--- config.mk ---
export PLATFORM = sky130hd
export DESIGN_NAME = mips_regfile_mp_flat
export DESIGN_NICKNAME = d
export VERILOG_FILES = /design/src/rtl/mips_regfile_pkg.sv /design/src/rtl/mips_regfile_if.sv /design/src/rtl/mips_regfile_scoreboard.sv /design/src/rtl/mips_regfile_mp.sv /design/src/flat_wrapper.sv
export SDC_FILE = /design/constraint.sdc
export NUM_CORES = 2
export LEC_CHECK = 0
export CAP_MARGIN = 5
export CORE_MARGIN = 2
export CORE_UTILIZATION = 55
export DETAILED_ROUTE_END_ITERATION = 10
export GPL_ROUTABILITY_DRIVEN = 1
export PLACE_DENSITY_LB_ADDON = 0.1
export SYNTH_ARGS = -nofsm -noshare
export SYNTH_HDL_FRONTEND = slang
export SYNTH_HIERARCHICAL = 1
export SYNTH_SLANG_ARGS = --single-unit
--- constraint.sdc ---
create_clock -name clock__i -period 3 [get_ports clock__i]
set_input_delay 0.6 -clock clock__i [delete_from_list [all_inputs] [get_ports clock__i]]
set_output_delay 0.6 -clock clock__i [all_outputs]
set_load 0.03 [all_outputs]
--- src/rtl/mips_regfile_pkg.sv ---
// Shared constants, types and the write-port priority encoder for the multi-port register file.
package mips_regfile_pkg;

  localparam int unsigned DATA_W_DEF   = 32;
  localparam int unsigned NUM_REGS_DEF = 32;
  localparam int unsigned AW_DEF       = $clog2(NUM_REGS_DEF);
  localparam int unsigned MAX_WR       = 2;
  localparam int unsigned WR_IDX_W     = $clog2(MAX_WR);

  typedef logic [AW_DEF-1:0] reg_addr_t;

  typedef struct packed {
    logic                hit;
    logic [WR_IDX_W-1:0] idx;
  } wr_sel_t;

  // Later ports overwrite earlier ones, so the highest matching index wins.
  function automatic wr_sel_t sel_wr_port(input logic [MAX_WR-1:0] match);
    wr_sel_t sel;
    sel = '0;
    for (int p = 0; p < MAX_WR; p++) begin
      if (match[p]) begin
        sel.hit = 1'b1;
        sel.idx = p[WR_IDX_W-1:0];
      end
    end
    return sel;
  endfunction

endpackage

--- src/rtl/mips_regfile_if.sv ---
// Decode/writeback-facing bus of the register file: write ports, read ports and scoreboard.
interface mips_regfile_if #(
  parameter int unsigned DATA_W   = 32,
  parameter int unsigned NUM_REGS = 32,
  parameter int unsigned NUM_RD   = 2,
  parameter int unsigned NUM_WR   = 1
);
  localparam int unsigned AW = $clog2(NUM_REGS);

  logic [NUM_WR-1:0]        Wr_En__i;
  logic [NUM_WR*AW-1:0]     Wr_Addr__i;
  logic [NUM_WR*DATA_W-1:0] Wr_Data__i;
  logic [NUM_RD*AW-1:0]     Rd_Addr__i;
  logic [NUM_RD*DATA_W-1:0] Rd_Data__o;
  logic [NUM_RD-1:0]        Rd_Ready__o;
  logic                     Alloc_En__i;
  logic [AW-1:0]            Alloc_Addr__i;
  logic                     Flush__i;
  logic [NUM_REGS-1:0]      Pending__o;

  modport master (
    output Wr_En__i, Wr_Addr__i, Wr_Data__i, Rd_Addr__i, Alloc_En__i, Alloc_Addr__i, Flush__i,
    input  Rd_Data__o, Rd_Ready__o, Pending__o
  );

  modport slave (
    input  Wr_En__i, Wr_Addr__i, Wr_Data__i, Rd_Addr__i, Alloc_En__i, Alloc_Addr__i, Flush__i,
    output Rd_Data__o, Rd_Ready__o, Pending__o
  );

endinterface

--- src/rtl/mips_regfile_scoreboard.sv ---
// Per-register pending bits: set on alloc, cleared by writeback or flush, looked up per read port.
module mips_regfile_scoreboard #(
  parameter int unsigned NUM_REGS = 32,
  parameter int unsigned ZERO_REG = 1,
  parameter int unsigned NUM_RD   = 2,
  localparam int unsigned AW      = $clog2(NUM_REGS)
) (
  input  logic                 clock__i,
  input  logic                 rst_n__i,
  input  logic                 i_alloc_en,
  input  logic [AW-1:0]        i_alloc_addr,
  input  logic                 i_flush,
  input  logic [NUM_REGS-1:0]  i_wr_hit,
  input  logic [NUM_RD*AW-1:0] i_rd_addr,
  output logic [NUM_RD-1:0]    o_rd_pending,
  output logic [NUM_REGS-1:0]  o_pending
);

  logic [NUM_REGS-1:0] r_pending;

  // Alloc beats a same-cycle write: the write belongs to an older producer.
  always_ff @(posedge clock__i or negedge rst_n__i) begin
    if (!rst_n__i) begin
      r_pending <= '0;
    end else if (i_flush) begin
      r_pending <= '0;
    end else begin
      for (int r = 0; r < NUM_REGS; r++) begin
        if (ZERO_REG != 0 && r == 0) begin
          r_pending[r] <= 1'b0;
        end else if (i_alloc_en && i_alloc_addr == AW'(r)) begin
          r_pending[r] <= 1'b1;
        end else if (i_wr_hit[r]) begin
          r_pending[r] <= 1'b0;
        end
      end
    end
  end

  always_comb begin
    o_rd_pending = '0;
    for (int q = 0; q < NUM_RD; q++) begin
      o_rd_pending[q] = r_pending[i_rd_addr[q*AW +: AW]];
    end
  end

  assign o_pending = r_pending;

endmodule

--- src/rtl/mips_regfile_mp.sv ---
// Multi-port GPR file: storage, write-priority resolution and read/bypass muxing.
module mips_regfile_mp
  import mips_regfile_pkg::*;
#(
  parameter int unsigned DATA_W   = DATA_W_DEF,
  parameter int unsigned NUM_REGS = NUM_REGS_DEF,
  parameter int unsigned NUM_RD   = 2,
  parameter int unsigned NUM_WR   = 1,
  parameter int unsigned ZERO_REG = 1,
  parameter int unsigned BYPASS   = 1
) (
  input logic          clock__i,
  input logic          rst_n__i,
  mips_regfile_if.slave bus
);

  localparam int unsigned AW = $clog2(NUM_REGS);

  logic [DATA_W-1:0]   r_regs [NUM_REGS];
  wr_sel_t             w_wsel [NUM_REGS];
  logic [NUM_REGS-1:0] w_wr_hit;
  logic [NUM_RD-1:0]   w_rd_pending;

  always_comb begin
    logic [MAX_WR-1:0] v_match;
    w_wr_hit = '0;
    for (int r = 0; r < NUM_REGS; r++) begin
      v_match = '0;
      for (int p = 0; p < NUM_WR; p++) begin
        v_match[p] = bus.Wr_En__i[p] && (bus.Wr_Addr__i[p*AW +: AW] == AW'(r));
      end
      w_wsel[r]   = sel_wr_port(v_match);
      w_wr_hit[r] = w_wsel[r].hit;
    end
  end

  always_ff @(posedge clock__i or negedge rst_n__i) begin
    if (!rst_n__i) begin
      for (int r = 0; r < NUM_REGS; r++) r_regs[r] <= '0;
    end else begin
      for (int r = 0; r < NUM_REGS; r++) begin
        if (w_wsel[r].hit && !(ZERO_REG != 0 && r == 0)) begin
          r_regs[r] <= bus.Wr_Data__i[int'(w_wsel[r].idx)*DATA_W +: DATA_W];
        end
      end
    end
  end

  mips_regfile_scoreboard #(
    .NUM_REGS (NUM_REGS),
    .ZERO_REG (ZERO_REG),
    .NUM_RD   (NUM_RD)
  ) u_scoreboard (
    .clock__i     (clock__i),
    .rst_n__i     (rst_n__i),
    .i_alloc_en   (bus.Alloc_En__i),
    .i_alloc_addr (bus.Alloc_Addr__i),
    .i_flush      (bus.Flush__i),
    .i_wr_hit     (w_wr_hit),
    .i_rd_addr    (bus.Rd_Addr__i),
    .o_rd_pending (w_rd_pending),
    .o_pending    (bus.Pending__o)
  );

  // A bypassed read is always ready: the producer is delivering its value this cycle.
  always_comb begin
    logic [AW-1:0]     v_addr;
    logic [MAX_WR-1:0] v_match;
    wr_sel_t           v_sel;
    bus.Rd_Data__o  = '0;
    bus.Rd_Ready__o = '0;
    for (int q = 0; q < NUM_RD; q++) begin
      v_addr  = bus.Rd_Addr__i[q*AW +: AW];
      v_match = '0;
      for (int p = 0; p < NUM_WR; p++) begin
        v_match[p] = (BYPASS != 0) && bus.Wr_En__i[p] && (bus.Wr_Addr__i[p*AW +: AW] == v_addr);
      end
      v_sel = sel_wr_port(v_match);
      if (ZERO_REG != 0 && v_addr == '0) begin
        bus.Rd_Data__o[q*DATA_W +: DATA_W] = '0;
        bus.Rd_Ready__o[q]                 = 1'b1;
      end else if (v_sel.hit) begin
        bus.Rd_Data__o[q*DATA_W +: DATA_W] = bus.Wr_Data__i[int'(v_sel.idx)*DATA_W +: DATA_W];
        bus.Rd_Ready__o[q]                 = 1'b1;
      end else begin
        bus.Rd_Data__o[q*DATA_W +: DATA_W] = r_regs[v_addr];
        bus.Rd_Ready__o[q]                 = !w_rd_pending[q];
      end
    end
  end

endmodule

--- src/flat_wrapper.sv ---
// flat-port wrapper written by rule: the top's interface ports become plain ports
module mips_regfile_mp_flat import mips_regfile_pkg::*;
#(
  parameter int unsigned DATA_W   = DATA_W_DEF,
  parameter int unsigned NUM_REGS = NUM_REGS_DEF,
  parameter int unsigned NUM_RD   = 2,
  parameter int unsigned NUM_WR   = 1,
  parameter int unsigned ZERO_REG = 1,
  parameter int unsigned BYPASS   = 1
)
  (clock__i, rst_n__i, bus_Wr_En__i, bus_Wr_Addr__i, bus_Wr_Data__i, bus_Rd_Addr__i, bus_Alloc_En__i, bus_Alloc_Addr__i, bus_Flush__i, bus_Rd_Data__o, bus_Rd_Ready__o, bus_Pending__o);
  mips_regfile_if #(.DATA_W(DATA_W), .NUM_REGS(NUM_REGS), .NUM_RD(NUM_RD), .NUM_WR(NUM_WR)) bus_i ();
  input logic clock__i;
  input logic rst_n__i;
  input wire logic [$bits(bus_i.Wr_En__i)-1:0] bus_Wr_En__i;
  input wire logic [$bits(bus_i.Wr_Addr__i)-1:0] bus_Wr_Addr__i;
  input wire logic [$bits(bus_i.Wr_Data__i)-1:0] bus_Wr_Data__i;
  input wire logic [$bits(bus_i.Rd_Addr__i)-1:0] bus_Rd_Addr__i;
  input wire logic [$bits(bus_i.Alloc_En__i)-1:0] bus_Alloc_En__i;
  input wire logic [$bits(bus_i.Alloc_Addr__i)-1:0] bus_Alloc_Addr__i;
  input wire logic [$bits(bus_i.Flush__i)-1:0] bus_Flush__i;
  output wire logic [$bits(bus_i.Rd_Data__o)-1:0] bus_Rd_Data__o;
  output wire logic [$bits(bus_i.Rd_Ready__o)-1:0] bus_Rd_Ready__o;
  output wire logic [$bits(bus_i.Pending__o)-1:0] bus_Pending__o;
  assign bus_i.Wr_En__i = bus_Wr_En__i;
  assign bus_i.Wr_Addr__i = bus_Wr_Addr__i;
  assign bus_i.Wr_Data__i = bus_Wr_Data__i;
  assign bus_i.Rd_Addr__i = bus_Rd_Addr__i;
  assign bus_i.Alloc_En__i = bus_Alloc_En__i;
  assign bus_i.Alloc_Addr__i = bus_Alloc_Addr__i;
  assign bus_i.Flush__i = bus_Flush__i;
  assign bus_Rd_Data__o = bus_i.Rd_Data__o;
  assign bus_Rd_Ready__o = bus_i.Rd_Ready__o;
  assign bus_Pending__o = bus_i.Pending__o;
  mips_regfile_mp #(.DATA_W(DATA_W), .NUM_REGS(NUM_REGS), .NUM_RD(NUM_RD), .NUM_WR(NUM_WR), .ZERO_REG(ZERO_REG), .BYPASS(BYPASS)) u_core (.clock__i(clock__i), .rst_n__i(rst_n__i), .bus(bus_i));
endmodule
==> flow_summary.toml <==
[timing]
relSlewSlack_pct = 48.4
finalCritPeriodShare_pct = 111
post-route-min-period_ps = 3330
worst_slack_ps = -334
rsz0062_at_grt = "true"
final_max_slew_viol_count = 0
clock.fmax_mhz = 300
whs_ps = 417
clock_skew_ps = 0
hold_viol_final = 0
tightest_slew_ps = 768
setup-violations-final = 55

[floorplanning]
initial_utilization_pct = 55.6
rows = 116
die_w_um = 323
dieHeight_um = 323
dieArea_um2 = 104000
io_pins = 155
coreArea_um2 = 100000

[route]
routed_via_density = 7.08
ant_nets = 0
dr.first_iter.drc_count = 4581
drcViolationCount = 0
drt_wl_total_um = 205000
avgRoutedWirePerCell_um = 35.0
vias = 41500
dr.pass1.iters = 5

[grt]
globalRouteMet1Util_pct = 51.9
grt_pass1_wl_um = 298000
antenna_found_initial = 2
grt_use_total_pct = 39.7
overflow = 0
busiest_layer = "met2"
grt_util_met2_pct = 60.2
use_met3_pct = 11.3
grt_pass1_vias = 42900
grt_max_degree = 96

[critical_path]
crit_path_cell_trace = "buf_16 -> buf_16 -> buf_12 -> buf_12 -> buf_8 -> mux2_2 -> a22o_1 -> mux4_2 -> a21oi_4 -> a21oi_4 -> buf_12"
cp_num_buf_inv = 6
worstSetupPathType = "in -> out"
cp_max_fo = 6
critPathTopFamily = "multiplexers"
path_common_cell = "buf_12"
cp_data_arrival_time_ps = 2730
worstRegToRegCells = 3
cp.required_ps = 2400
crit_path_end_kind = "output port"
slowest_stage = "mux4_2"
cp_slowest_stage_delay_ps = 510
startpoint_type = "primary input"
r2r-end = "u_core/r_regs[401]"
r2r-start = "u_core/r_regs[401]"
rrSetupSlack_ps = 1960
path_depth = 11

[placed_design]
hpwlAfterDp_um = 130000
dp_slack_ps = -669
post_dp_cell_area_um2 = 63500
io_buffers = 153
gp_congestion = 0.917
dp_cells = 5490

[job]
maxCapViolations = 0

[cts]
clk_pin_slew_worst_paths_ps = 60
cts_max_level = 3
cts-root-buf = "clkbuf_16"
clk_latency_ps = 700
tritoncts = "yes"
cts.sinks = 1023
numCtsBuffers = 114
clock_path_buffers = 3

[cells_and_area]
fin_area_um2 = 71300
drive_gt1_share_pct = 59.2
synthToLayoutAreaGrowth_pct = 27.6
layout.cells.non_filler = 5863
num-nets-final = 4469

[yosys]
avgSynthCellArea_um2 = 14.4
synthCells = 3889
ys_warn_count = 70
synth.cell_area_um2 = 55800
syn-num-nets = 3946

[status]
status = "finished with violations"
violations = "setup timing"

[pwr]
vdd_drop_max_mv = 0.619
p_per_area_nw_per_um2 = 616
p_leak_nw = 31.0

[hold_path]
hp-class = "in -> async"
per-layer routing:
layer / vias to the layer above / part of all wire [%]
li1: 16100 / -
met1: 21900 / 37
met2: 2811 / 45
met3: 745 / 11
met4: 0 / 6.9
met5: - / 0
what timing repair did:
item                                    in CTS  in global routing
hold buffers                                 1                  0
endpoints found under the hold margin       41                  0
pin swaps                                  127                 81
buffers inserted                           117                 43
gates resized for setup                    364                116
endpoints found under the setup margin      66                 66
cloned                                      20                  8
flip-flops by register name, summed over array words and instances (netlist names):
register and flops:
u_core/r_regs 992, u_core/u_scoreboard/o_pending 31
area by class of cell:
type / count / area [um^2]
Clock inverter: 36 / 377
Tap cell: 1357 / 1700
Multi-Input combinational cell: 2424 / 29600
Clock buffer: 169 / 3400
Antenna cell: 5 / 12.5
Fill cell: 6466 / 29200
Sequential cell: 1023 / 25600
Inverter: 28 / 105
Timing Repair Buffer: 821 / 10500
where the power goes:
| part | switching (mW) | total (mW) | internal (mW) | leakage [nW] |
|---|---|---|---|---|
| logic | 4.54 | 11.1 | 6.56 | 16.0 |
| registers | 2.11 | 18.6 | 16.4 | 13.1 |
| clock network | 5.92 | 14.2 | 8.31 | 1.88 |
layout by cell type, fill, tap and decap left out, types with 15 or more instances in the layout:
| cell | instances |
|---|---|
| o22ai_1 | 38 |
| nor2_4 | 15 |
| nor2b_1 | 53 |
| a32o_2 | 15 |
| dfrtp_1 | 1023 |
| a211oi_2 | 31 |
| buf_16 | 33 |
| o22ai_2 | 15 |
| nor2_1 | 81 |
| o21ai_0 | 23 |
| mux4_2 | 453 |
| o211ai_1 | 19 |
| a21oi_2 | 25 |
| buf_12 | 228 |
| buf_8 | 23 |
| clkbuf_16 | 123 |
| buf_6 | 55 |
| mux2_2 | 1001 |
| a211oi_1 | 33 |
| inv_1 | 28 |
| mux2_1 | 51 |
| a21oi_1 | 35 |
| a22o_1 | 18 |
| clkbuf_8 | 32 |
| clkbuf_1 | 22 |
| clkdlybuf4s50_1 | 70 |
| o21ai_1 | 16 |
| nand2_1 | 99 |
| buf_4 | 392 |
| mux2i_1 | 64 |
| nand3_1 | 33 |
| clkinv_2 | 23 |
| a22oi_1 | 60 |
| a22oi_2 | 34 |
stage by stage:
stage / setup TNS [ps] / util (%) / power (mW)
final: -8320 / 71.0 / 43.9
after global routing: -10260 / 71.0 / 45.3
after CTS: -6840 / 70.1 / 43.5
after detailed placement: -30540 / 63.2 / 28.6
after global placement: -30730 / 63.2 / 27.9
after floorplan: -1470 / - / 24.6
worst max path at each step:
stage	slack (ps)	from	end
final	-330	bus_Rd_Addr__i[1]	bus_Rd_Data__o[5]
after detailed placement	-670	bus_Wr_Addr__i[2]	bus_Rd_Data__o[3]
after floorplan	-290	bus_Rd_Addr__i[5]	bus_Rd_Data__o[35]
after global routing	-330	bus_Rd_Addr__i[1]	bus_Rd_Data__o[5]
after global placement	-720	bus_Wr_Addr__i[2]	bus_Rd_Data__o[8]
after CTS	-260	u_core/r_regs[669]	bus_Rd_Data__o[29]
(Power assumes the default switching activity.)
